===== config.mk =====
export PLATFORM = sky130hd
export DESIGN_NAME = heart_rate_ctrl_flat
export DESIGN_NICKNAME = d
export VERILOG_FILES = /design/src/rtl/hr_pkg.sv /design/src/rtl/heart_rate_ctrl_if.sv /design/src/rtl/peak_detector.sv /design/src/rtl/heart_rate_ctrl.sv /design/src/flat_wrapper.sv
export SDC_FILE = /design/constraint.sdc
export NUM_CORES = 1
export LEC_CHECK = 0
export CAP_MARGIN = 20
export CELL_PAD_IN_SITES_DETAIL_PLACEMENT = 1
export CELL_PAD_IN_SITES_GLOBAL_PLACEMENT = 2
export CORE_MARGIN = 2
export CORE_UTILIZATION = 33
export CTS_BUF_LIST = sky130_fd_sc_hd__clkbuf_2 sky130_fd_sc_hd__clkbuf_4 sky130_fd_sc_hd__clkbuf_8
export DETAILED_ROUTE_END_ITERATION = 16
export PLACE_DENSITY_LB_ADDON = 0.1
export SLEW_MARGIN = 5
export SYNTH_ARGS = -nofsm -noshare
export SYNTH_HDL_FRONTEND = slang
export SYNTH_HIERARCHICAL = 1
export SYNTH_SLANG_ARGS = --single-unit

===== constraint.sdc =====
create_clock -name clk -period 5.9 [get_ports clk]
set_input_delay 0.885 -clock clk [delete_from_list [all_inputs] [get_ports clk]]
set_output_delay 0.885 -clock clk [all_outputs]
set_load 0.02 [all_outputs]

===== src/rtl/hr_pkg.sv =====
// rtl/hr_pkg.sv - shared types, widths and helpers for the heart-rate controller
package hr_pkg;

   typedef enum logic [1:0] {
      IDLE   = 2'd0,
      FILTER = 2'd1,
      DETECT = 2'd2
   } state_t;

   localparam int SAMPLE_W       = 10;
   localparam int BPM_W          = 8;
   localparam int PEAK_CNT_W     = 8;
   localparam int TIMEOUT_CYCLES = 255;

   // Clamp a 16-bit product to the 8-bit BPM range.
   function automatic logic [BPM_W-1:0] sat_bpm(input logic [15:0] prod);
      sat_bpm = (prod > 16'd255) ? 8'hFF : prod[BPM_W-1:0];
   endfunction

endpackage


===== src/rtl/heart_rate_ctrl_if.sv =====
// rtl/heart_rate_ctrl_if.sv - sample, FIR handshake and result signals of heart_rate_ctrl
interface heart_rate_ctrl_if;
   import hr_pkg::*;

   logic                sample_valid;
   logic [SAMPLE_W-1:0] sample;
   logic                filt_start;
   logic [SAMPLE_W-1:0] filt_in;
   logic                filt_done;
   logic [SAMPLE_W-1:0] filt_data;
   logic                peak_pulse;
   logic [BPM_W-1:0]    bpm;
   logic                bpm_valid;
   logic                busy;
   logic                overrun;

   modport slave (
      input  sample_valid, sample, filt_done, filt_data,
      output filt_start, filt_in, peak_pulse, bpm, bpm_valid, busy, overrun
   );

   modport master (
      output sample_valid, sample, filt_done, filt_data,
      input  filt_start, filt_in, peak_pulse, bpm, bpm_valid, busy, overrun
   );

endinterface


===== src/rtl/peak_detector.sv =====
// rtl/peak_detector.sv - three-sample local-maximum detector with refractory hold and peak count
module peak_detector
   import hr_pkg::*;
#(
   parameter int REFRACT_SAMPLES = 30
) (
   input  logic                  clk,
   input  logic                  reset,
   input  logic                  i_shift,
   input  logic [SAMPLE_W-1:0]   i_data,
   input  logic                  i_detect,
   input  logic                  i_clear,
   output logic                  o_peak,
   output logic [PEAK_CNT_W-1:0] o_count_next
);

   localparam int REF_W = (REFRACT_SAMPLES < 1) ? 1 : $clog2(REFRACT_SAMPLES + 1);

   logic [SAMPLE_W-1:0]   r_h0;
   logic [SAMPLE_W-1:0]   r_h1;
   logic [SAMPLE_W-1:0]   r_h2;
   logic [1:0]            r_fill;
   logic [REF_W-1:0]      r_refract;
   logic [PEAK_CNT_W-1:0] r_count;
   logic                  w_peak;
   logic [PEAK_CNT_W-1:0] w_count_inc;

   // r_h0 is f[n], r_h1 is f[n-1], r_h2 is f[n-2]
   assign w_peak = i_detect && (r_h1 > r_h2) && (r_h1 >= r_h0) &&
                   (r_refract == '0) && (r_fill == 2'd3);

   assign w_count_inc  = (w_peak && (r_count != {PEAK_CNT_W{1'b1}})) ? r_count + 1'b1 : r_count;
   assign o_peak       = w_peak;
   assign o_count_next = w_count_inc;

   always_ff @(posedge clk or posedge reset) begin
      if (reset) begin
         r_h0      <= '0;
         r_h1      <= '0;
         r_h2      <= '0;
         r_fill    <= '0;
         r_refract <= '0;
         r_count   <= '0;
      end else begin
         if (i_shift) begin
            r_h2 <= r_h1;
            r_h1 <= r_h0;
            r_h0 <= i_data;
            if (r_fill != 2'd3) begin
               r_fill <= r_fill + 2'd1;
            end
         end
         if (i_detect) begin
            if (w_peak) begin
               r_refract <= REF_W'(REFRACT_SAMPLES);
            end else if (r_refract != '0) begin
               r_refract <= r_refract - 1'b1;
            end
            r_count <= i_clear ? '0 : w_count_inc;
         end
      end
   end

endmodule


===== src/rtl/heart_rate_ctrl.sv =====
// rtl/heart_rate_ctrl.sv - sample/FIR sequencing FSM, BPM window and result; HR_FILTER_TIMEOUT_EN adds a FILTER watchdog
module heart_rate_ctrl
   import hr_pkg::*;
#(
   parameter int WINDOW_SAMPLES  = 1000,
   parameter int REFRACT_SAMPLES = 30,
   parameter int BPM_MULT        = 6
) (
   input  logic              clk,
   input  logic              reset,
   heart_rate_ctrl_if.slave  bus
);

   localparam int WIN_W = $clog2(WINDOW_SAMPLES + 1);

   state_t                r_state;
   state_t                w_next;
   logic                  r_filt_start;
   logic [SAMPLE_W-1:0]   r_filt_in;
   logic                  r_overrun;
   logic [BPM_W-1:0]      r_bpm;
   logic [WIN_W-1:0]      r_win_cnt;

   logic                  w_accept;
   logic                  w_done;
   logic                  w_detect;
   logic                  w_close;
   logic                  w_timeout;
   logic                  w_peak;
   logic [PEAK_CNT_W-1:0] w_count_next;
   logic [15:0]           w_prod;
   logic [BPM_W-1:0]      w_bpm_new;

   assign w_accept = (r_state == IDLE) && bus.sample_valid;
   assign w_done   = (r_state == FILTER) && bus.filt_done;
   assign w_detect = (r_state == DETECT);
   assign w_close  = w_detect && (r_win_cnt == WIN_W'(WINDOW_SAMPLES - 1));

`ifdef HR_FILTER_TIMEOUT_EN
   logic [7:0] r_to_cnt;

   // Abort on the last of TIMEOUT_CYCLES FILTER cycles unless filt_done arrives in it.
   assign w_timeout = (r_state == FILTER) && !bus.filt_done &&
                      (r_to_cnt == 8'(TIMEOUT_CYCLES - 1));

   always_ff @(posedge clk or posedge reset) begin
      if (reset) begin
         r_to_cnt <= '0;
      end else if (r_state == FILTER) begin
         r_to_cnt <= r_to_cnt + 8'd1;
      end else begin
         r_to_cnt <= '0;
      end
   end
`else
   assign w_timeout = 1'b0;
`endif

   always_ff @(posedge clk or posedge reset) begin
      if (reset) begin
         r_state <= IDLE;
      end else begin
         r_state <= w_next;
      end
   end

   always_comb begin
      w_next = r_state;
      case (r_state)
         IDLE:    if (bus.sample_valid) w_next = FILTER;
         FILTER: begin
            if (bus.filt_done) begin
               w_next = DETECT;
            end else if (w_timeout) begin
               w_next = IDLE;
            end
         end
         DETECT:  w_next = IDLE;
         default: w_next = IDLE;
      endcase
   end

   peak_detector #(
      .REFRACT_SAMPLES (REFRACT_SAMPLES)
   ) u_peak (
      .clk          (clk),
      .reset        (reset),
      .i_shift      (w_done),
      .i_data       (bus.filt_data),
      .i_detect     (w_detect),
      .i_clear      (w_close),
      .o_peak       (w_peak),
      .o_count_next (w_count_next)
   );

   // The count already includes a peak found in the closing DETECT cycle.
   assign w_prod    = 16'(w_count_next) * 16'(BPM_MULT);
   assign w_bpm_new = sat_bpm(w_prod);

   always_ff @(posedge clk or posedge reset) begin
      if (reset) begin
         r_filt_start <= 1'b0;
         r_filt_in    <= '0;
         r_overrun    <= 1'b0;
         r_bpm        <= '0;
         r_win_cnt    <= '0;
      end else begin
         r_filt_start <= w_accept;
         if (w_accept) begin
            r_filt_in <= bus.sample;
         end
         if ((bus.sample_valid && (r_state != IDLE)) || w_timeout) begin
            r_overrun <= 1'b1;
         end
         if (w_detect) begin
            r_win_cnt <= w_close ? '0 : r_win_cnt + 1'b1;
         end
         if (w_close) begin
            r_bpm <= w_bpm_new;
         end
      end
   end

   assign bus.filt_start = r_filt_start;
   assign bus.filt_in    = r_filt_in;
   assign bus.peak_pulse = w_peak;
   assign bus.bpm        = w_close ? w_bpm_new : r_bpm;
   assign bus.bpm_valid  = w_close;
   assign bus.busy       = (r_state != IDLE);
   assign bus.overrun    = r_overrun;

endmodule


===== src/flat_wrapper.sv =====
// flat-port wrapper written by rule: the top's interface ports become plain ports
module heart_rate_ctrl_flat import hr_pkg::*;
#(
   parameter int WINDOW_SAMPLES  = 1000,
   parameter int REFRACT_SAMPLES = 30,
   parameter int BPM_MULT        = 6
)
  (clk, reset, bus_sample_valid, bus_sample, bus_filt_done, bus_filt_data, bus_filt_start, bus_filt_in, bus_peak_pulse, bus_bpm, bus_bpm_valid, bus_busy, bus_overrun);
  heart_rate_ctrl_if bus_i ();
  input  logic clk;
  input  logic reset;
  input wire logic [$bits(bus_i.sample_valid)-1:0] bus_sample_valid;
  input wire logic [$bits(bus_i.sample)-1:0] bus_sample;
  input wire logic [$bits(bus_i.filt_done)-1:0] bus_filt_done;
  input wire logic [$bits(bus_i.filt_data)-1:0] bus_filt_data;
  output wire logic [$bits(bus_i.filt_start)-1:0] bus_filt_start;
  output wire logic [$bits(bus_i.filt_in)-1:0] bus_filt_in;
  output wire logic [$bits(bus_i.peak_pulse)-1:0] bus_peak_pulse;
  output wire logic [$bits(bus_i.bpm)-1:0] bus_bpm;
  output wire logic [$bits(bus_i.bpm_valid)-1:0] bus_bpm_valid;
  output wire logic [$bits(bus_i.busy)-1:0] bus_busy;
  output wire logic [$bits(bus_i.overrun)-1:0] bus_overrun;
  assign bus_i.sample_valid = bus_sample_valid;
  assign bus_i.sample = bus_sample;
  assign bus_i.filt_done = bus_filt_done;
  assign bus_i.filt_data = bus_filt_data;
  assign bus_filt_start = bus_i.filt_start;
  assign bus_filt_in = bus_i.filt_in;
  assign bus_peak_pulse = bus_i.peak_pulse;
  assign bus_bpm = bus_i.bpm;
  assign bus_bpm_valid = bus_i.bpm_valid;
  assign bus_busy = bus_i.busy;
  assign bus_overrun = bus_i.overrun;
  heart_rate_ctrl #(.WINDOW_SAMPLES(WINDOW_SAMPLES), .REFRACT_SAMPLES(REFRACT_SAMPLES), .BPM_MULT(BPM_MULT)) u_core (.clk(clk), .reset(reset), .bus(bus_i));
endmodule

After elaboration in Yosys (flattened, before gate mapping)
Cells that the tools add are included.
Widths: inputs -> output; s select.
Cells by class
  $add $sub $neg: 4
  $mul: 1
  $lt $le $gt $ge: 3
  eq/ne operators: 8
  mux-type cells: 10
  reductions and logical operators: 17
Operators with widths (number)
  $mux 8: 4
  $gt 11x8->1 const B: 1
  $add 10x1->10 const B: 1
  $eq 10x10->1 const B: 1
  $ge 10x10->1: 1
  $gt 10x10->1: 1
  $mul 8x2->10 const B: 1
  $mux 10: 1
  $mux 5: 2
  $logic_and 1x1->1: 9
  $add 8x1->8 const B: 1
  $ne 8x8->1 const B: 1
  $ne 2x2->1 const B: 3
  $reduce_and 2->1: 3
  $logic_not 5->1: 1
  $reduce_bool 5->1: 1
  $sub 5x1->5 const B: 1
  $eq 2x2->1 const B: 2
  $mux 2: 2
  $pmux 2 s2: 1
  $reduce_bool 2->1: 2
  $add 2x1->2 const B: 1
  $eq 2x1->1 const B: 1
  $logic_not 2->1: 1
Word-level totals
  bits in registers: 77
  input bits: 24
  word-level logic and storage cells: 55

Longest topological paths before layout
  depth in word-level cells: 11
  mapped depth: 17

Cells and area by module
Netlist, hierarchy kept.
By module, submodules not included
  peak_detector: times used 1, cells an instance 256, area an instance 2575.0 µm²
  heart_rate_ctrl: times used 1, cells an instance 136, area an instance 1626.6 µm²

Worst setup path before layout
OpenSTA, ideal clock, no wires.
  path type: reg-to-output
  from: register u_core.u_peak.r_h1[3]
  to: output bus_bpm[1]
  data arrival time: 3797 ps
  required time: 5015 ps
  path slack: 1218 ps
  cell stages (with the launch flop): 16
  path buffers: 0
  path through: dfrtp_1 -> ha_1 -> a21o_1 -> a21o_1 -> a221o_1 -> nand3_4 -> inv_6 -> nand2_1 -> mux2_1 -> ha_1 -> fa_1 -> a211oi_2 -> nor2_1 -> or4_4 -> nand4b_4 -> o22a_1
On the way
  word-level cells in the longest chain between the ends: 11
  elaborated cells on any way between the ends: 12
  classes of those cells: mul (1); order compare (3); mux (3); reduce/logical (5)
Ends and longest elaborated chain
  start: declaration: line peak_detector.sv:20  | logic [SAMPLE_W-1:0] r_h1;
  start signal: assignment: line peak_detector.sv:47  | r_h1 <= r_h0;
  $gt 10x10->1: line peak_detector.sv:29  | assign w_peak = i_detect && (r_h1 > r_h2) && (r_h1 >= r_h0) &&
  $logic_and 1x1->1: line peak_detector.sv:29
  $logic_and 1x1->1 (*) (2 in series): line peak_detector.sv:29
  $logic_and 1x1->1 (*): line peak_detector.sv:30  | (r_refract == '0) && (r_fill == 2'd3);
  $logic_and 1x1->1 (*): line peak_detector.sv:32  | assign w_count_inc = (w_peak && (r_count != {PEAK_CNT_W{1'b1}})) ? r_count + 1'b1 : r_count;
  $mux 8 (*): line peak_detector.sv:32
  named net u_core.w_count_next[1]: line heart_rate_ctrl.sv:30  | logic [PEAK_CNT_W-1:0] w_count_next;
  $mul 8x2->10 (*): line heart_rate_ctrl.sv:97  | assign w_prod = 16'(w_count_next) * 16'(BPM_MULT);
  $gt 11x8->1 (*): line hr_pkg.sv:17  | sat_bpm = (prod > 16'd255) ? 8'hFF : prod[BPM_W-1:0];
  $mux 8 (*): line hr_pkg.sv:17
  $mux 8 (*): line heart_rate_ctrl.sv:127  | assign bus.bpm = w_close ? w_bpm_new : r_bpm;
  end: declaration: line flat_wrapper.sv:19  | output wire logic [$bits(bus_i.bpm)-1:0] bus_bpm;
Mark *: on every way through the listed nets, which the timed path passes. The rest lies on a longest branch.

Worst setup path after layout
  from: register u_core.u_peak.r_h1[5]
  to: output bus_bpm[2]
On the way
  word-level cells in the longest chain between the ends: 11
  elaborated cells on any way between the ends: 12
  classes of those cells: mul (1); order compare (3); mux (3); reduce/logical (5)
Ends and longest elaborated chain (line)
  $gt 10x10->1: peak_detector.sv:29
  $logic_and 1x1->1: peak_detector.sv:29
  $logic_and 1x1->1 (*) (2 in series): peak_detector.sv:29
  $logic_and 1x1->1 (*): peak_detector.sv:30
  $logic_and 1x1->1 (*): peak_detector.sv:32
  $mux 8 (*): peak_detector.sv:32
  named net u_core.w_count_next[1]: heart_rate_ctrl.sv:30
  $mul 8x2->10 (*): heart_rate_ctrl.sv:97
  $gt 11x8->1: hr_pkg.sv:17
  $mux 8 (*): hr_pkg.sv:17
  $mux 8 (*): heart_rate_ctrl.sv:127
Marked as above.

==> out/summary.txt <==
Placed cell count: 602
Initial antenna violation count: 0
Multi-input gate area: 0.00206 mm2
Post-layout min period: 5.60 ns
Initial Util: 33.6%
Logic pwr share: 39.4%
DR WL/cell: 14.7 um
CP Data Arrival Time: 4.71 ns
Final net count: 499
Sequential share of the synthesized area: 45.9%
DRT iter0 DRCs: 96
DR vias: 3,030
Layout cell share with drive strength beyond 1: 13.6%
Relative slew slack: 42.4%
Synthesized net count: 449
Core area: 0.0125 mm2
Total grt overflow: 0
Max Slew Vio Count: 0
Syn-to-layout area delta: 20.0%
TritonCTS clock tree: yes
CTS Root Cell: clkbuf_8
Tot Pwr: 2000 uW
FF+latch area: 0.00193 mm2
Internal power: 1280 uW
Library cells used by synthesis: 61
HPWL after DPL: 6630 um
Vias per cell: 4.89
Clk buf depth: 2
Die area: 0.0137 mm2
Setup CP Type: reg -> out
DRT antenna net count: 0
CTS Buf Count: 9
Crit-path max FO: 16
Post-Route WL: 9110 um
Worst skew pair latency: 0.37 ns
H-tree depth: 3
Switch share: 36.0%
Fmax: 0.179 GHz
Clock power frac: 19.3%
Lkg Pwr: 0.00232 uW
Vias in the first global route: 3,136
Boundary Pins: 47
Number of synthesized flops with an enable pin: 0
PD cells: 396 mW/mm2
Routability cong.: 0.755
Antenna cells: 0
Setup crit end kind: primary output
VDD IR-drop max: 0.000162 V
DIE HEIGHT: 117 um
Synth Register Bits: 77
Startpoint Class: flop
Sequential share of power: 41.2%
Largest net degree at the start of global routing: 51
Setup bufs post-CTS: 0
Max-cap check violation count: 0
# rows: 41
Critical path required time: 5.02 ns
Die X: 117 um
Post-Syn Area: 0.00420 mm2
Yosys warnings: 6
Syn Inst Count: 392
Worst slew pin tran: 0.864 ns
Mean post-synth cell area: 10.7 um2
Drt pass-1 iters: 4
Async S/R FF share, synth: 100%
Setup Skew: 0.00937 ns
Final worst path period share: 94.8%
Final hold violation count: 0
Sink Count: 77
FILL cells: 1,436
Setup-failing EPs final: 0
Detailed-route DRC error count: 0
Sum Neg Setup Slack: 0 ns
RSZ-0062 raised after global routing: no
PortBufs: 46
Primary FF master, synth: dfrtp_1
First-pass GRT wire length: 15,500 um
Hold crit path type: reg -> reg
Gr usage total: 14.7%
Clock transition at path regs: 0.08 ns
Net Sw Power: 719 uW
Status: complete, no violations
Fin cells: 619
## sequential cells by signal, summed over array words and instances, names as in the netlist, 5 cells and up
register                 count
u_core/u_peak/r_h1          10
u_core/r_win_cnt            10
u_core/bus.filt_in          10
u_core/r_bpm                 8
u_core/u_peak/r_refract      5
u_core/u_peak/r_h0          10
u_core/u_peak/r_h2          10
u_core/u_peak/r_count        8
## repair_timing
action	CTS	global route
setup endpoints to repair	7	6
hold buffers	0	0
gates resized for setup	7	2
## cell type report
type                            instances  area share [%]
Timing Repair Buffer                   50            9.85
Inverter                               40            3.08
Sequential cell                        77            38.2
Clock inverter                          1          0.0993
Clock buffer                           15            3.60
Multi-Input combinational cell        264            40.9
Tap cell                              172            4.27
## Yosys cell counts (4+ instances only)
master    number  area share (%)
o211ai_1       4            0.71
xor2_1        10             2.1
o22a_1         8             1.7
dfrtp_1       77              46
a211oi_1       5            0.89
a21oi_1        9             1.1
clkbuf_1       6            0.54
nor2_1        18             1.6
nor2b_1        4            0.60
nand2_1       39             3.5
nand2b_1       4            0.60
and4_1         4            0.83
o21ai_0       23             2.7
xnor2_1       11             2.3
inv_1         39             3.5
a21o_1         8             1.4
ha_1          32             9.5
mux2_2        22             5.9
nand4_1        7             1.0
nand3_1        5            0.60
## placed cells by master (no fill, tap or decap), types with 3 or more instances in the layout
master and count:
a21o_1 8, clkbuf_8 11, and3_1 3, nor3_1 3
nand3_1 5, dlygate4sd2_1 7, nor2_1 18, and4_1 4
inv_1 38, o211ai_1 4, a21oi_1 9, dfrtp_1 77
a211oi_1 5, nand2_1 39, o21ai_0 23, nand2b_1 3
ha_1 32, mux2_2 22, clkbuf_4 4, o22a_1 8
clkdlybuf4s50_1 38, xnor2_1 11, nor2b_1 4, nand4_1 7
buf_4 3, xor2_1 10
## final timing paths
kind	startpoint	to	slack, ns	cells after the start
worst max-delay path	u_core/u_peak/r_h1[5]$_DFFE_PP0P_	bus_bpm[2]	0.30	16
worst min register to register	u_core/bus.overrun$_DFFE_PP0P_	u_core/bus.overrun$_DFFE_PP0P_	0.47	1
max in group asynchronous	reset	u_core/u_peak/r_h0[0]$_DFFE_PP0P_	4.56	3
worst min-delay path	u_core/bus.overrun$_DFFE_PP0P_	u_core/bus.overrun$_DFFE_PP0P_	0.47	1
min in group asynchronous	reset	u_core/u_peak/r_h1[4]$_DFFE_PP0P_	0.84	2
worst max register to register	u_core/u_peak/r_h1[5]$_DFFE_PP0P_	u_core/r_bpm[1]$_DFF_PP0_	1.83	15
## stage by stage
stage          hold WS (ns)  setup WS, ns  area (um2)  util [%]
2_1_floorplan         0.448          1.22        4200         -
3_3_place_gp          0.450         0.485        4840      38.7
3_5_place_dp          0.464         0.361        4840      38.7
4_1_cts               0.483       0.00886        5020      40.1
5_1_grt               0.503      0.000767        5040      40.3
6_report              0.469         0.304        5040      40.3
## metal layers
metal / vias up / track usage, % / routed length, um
li1: 1486 / - / -
met3: 14 / 2.73 / 293
met2: 46 / 22.0 / 3990
met5: - / 0 / 0
met4: 0 / 7.06 / 187
met1: 1484 / 20.5 / 4640
## power groups by stage
stage	Combinational [uW]	Sequential (uW)	Clock [uW]
2_1_floorplan	506	850	0
3_3_place_gp	783	828	0
3_5_place_dp	795	838	0
4_1_cts	802	826	410
5_1_grt	906	854	430
6_report	788	823	386
## critical path, cell delays in order, from the launching register on
cell	delay [ns]
dfrtp_1	0.42
ha_1	0.34
a21oi_1	0.16
o21ai_1	0.09
a2111o_1	0.45
nand3_4	0.15
inv_6	0.10
nand2_1	0.11
mux2_1	0.40
ha_1	0.25
fa_1	0.45
a211oi_2	0.19
nor2_1	0.10
or4_4	0.43
nand4b_4	0.15
o22a_1	0.17
dlygate4sd2_1	0.35
## cells by family (layout without fill, tap and decap cells)
kind of cell,count (synthesis),after routing,synth area share (%)
simple gates,107,107,14.7
compound gates,79,79,13.5
flops,77,77,45.9
buf+inv,51,106,5.18
fa+ha+maj,33,33,10.0
mux,24,24,6.40
xor+xnor,21,21,4.38
No activity file was read; power rests on OpenSTA's default activity.
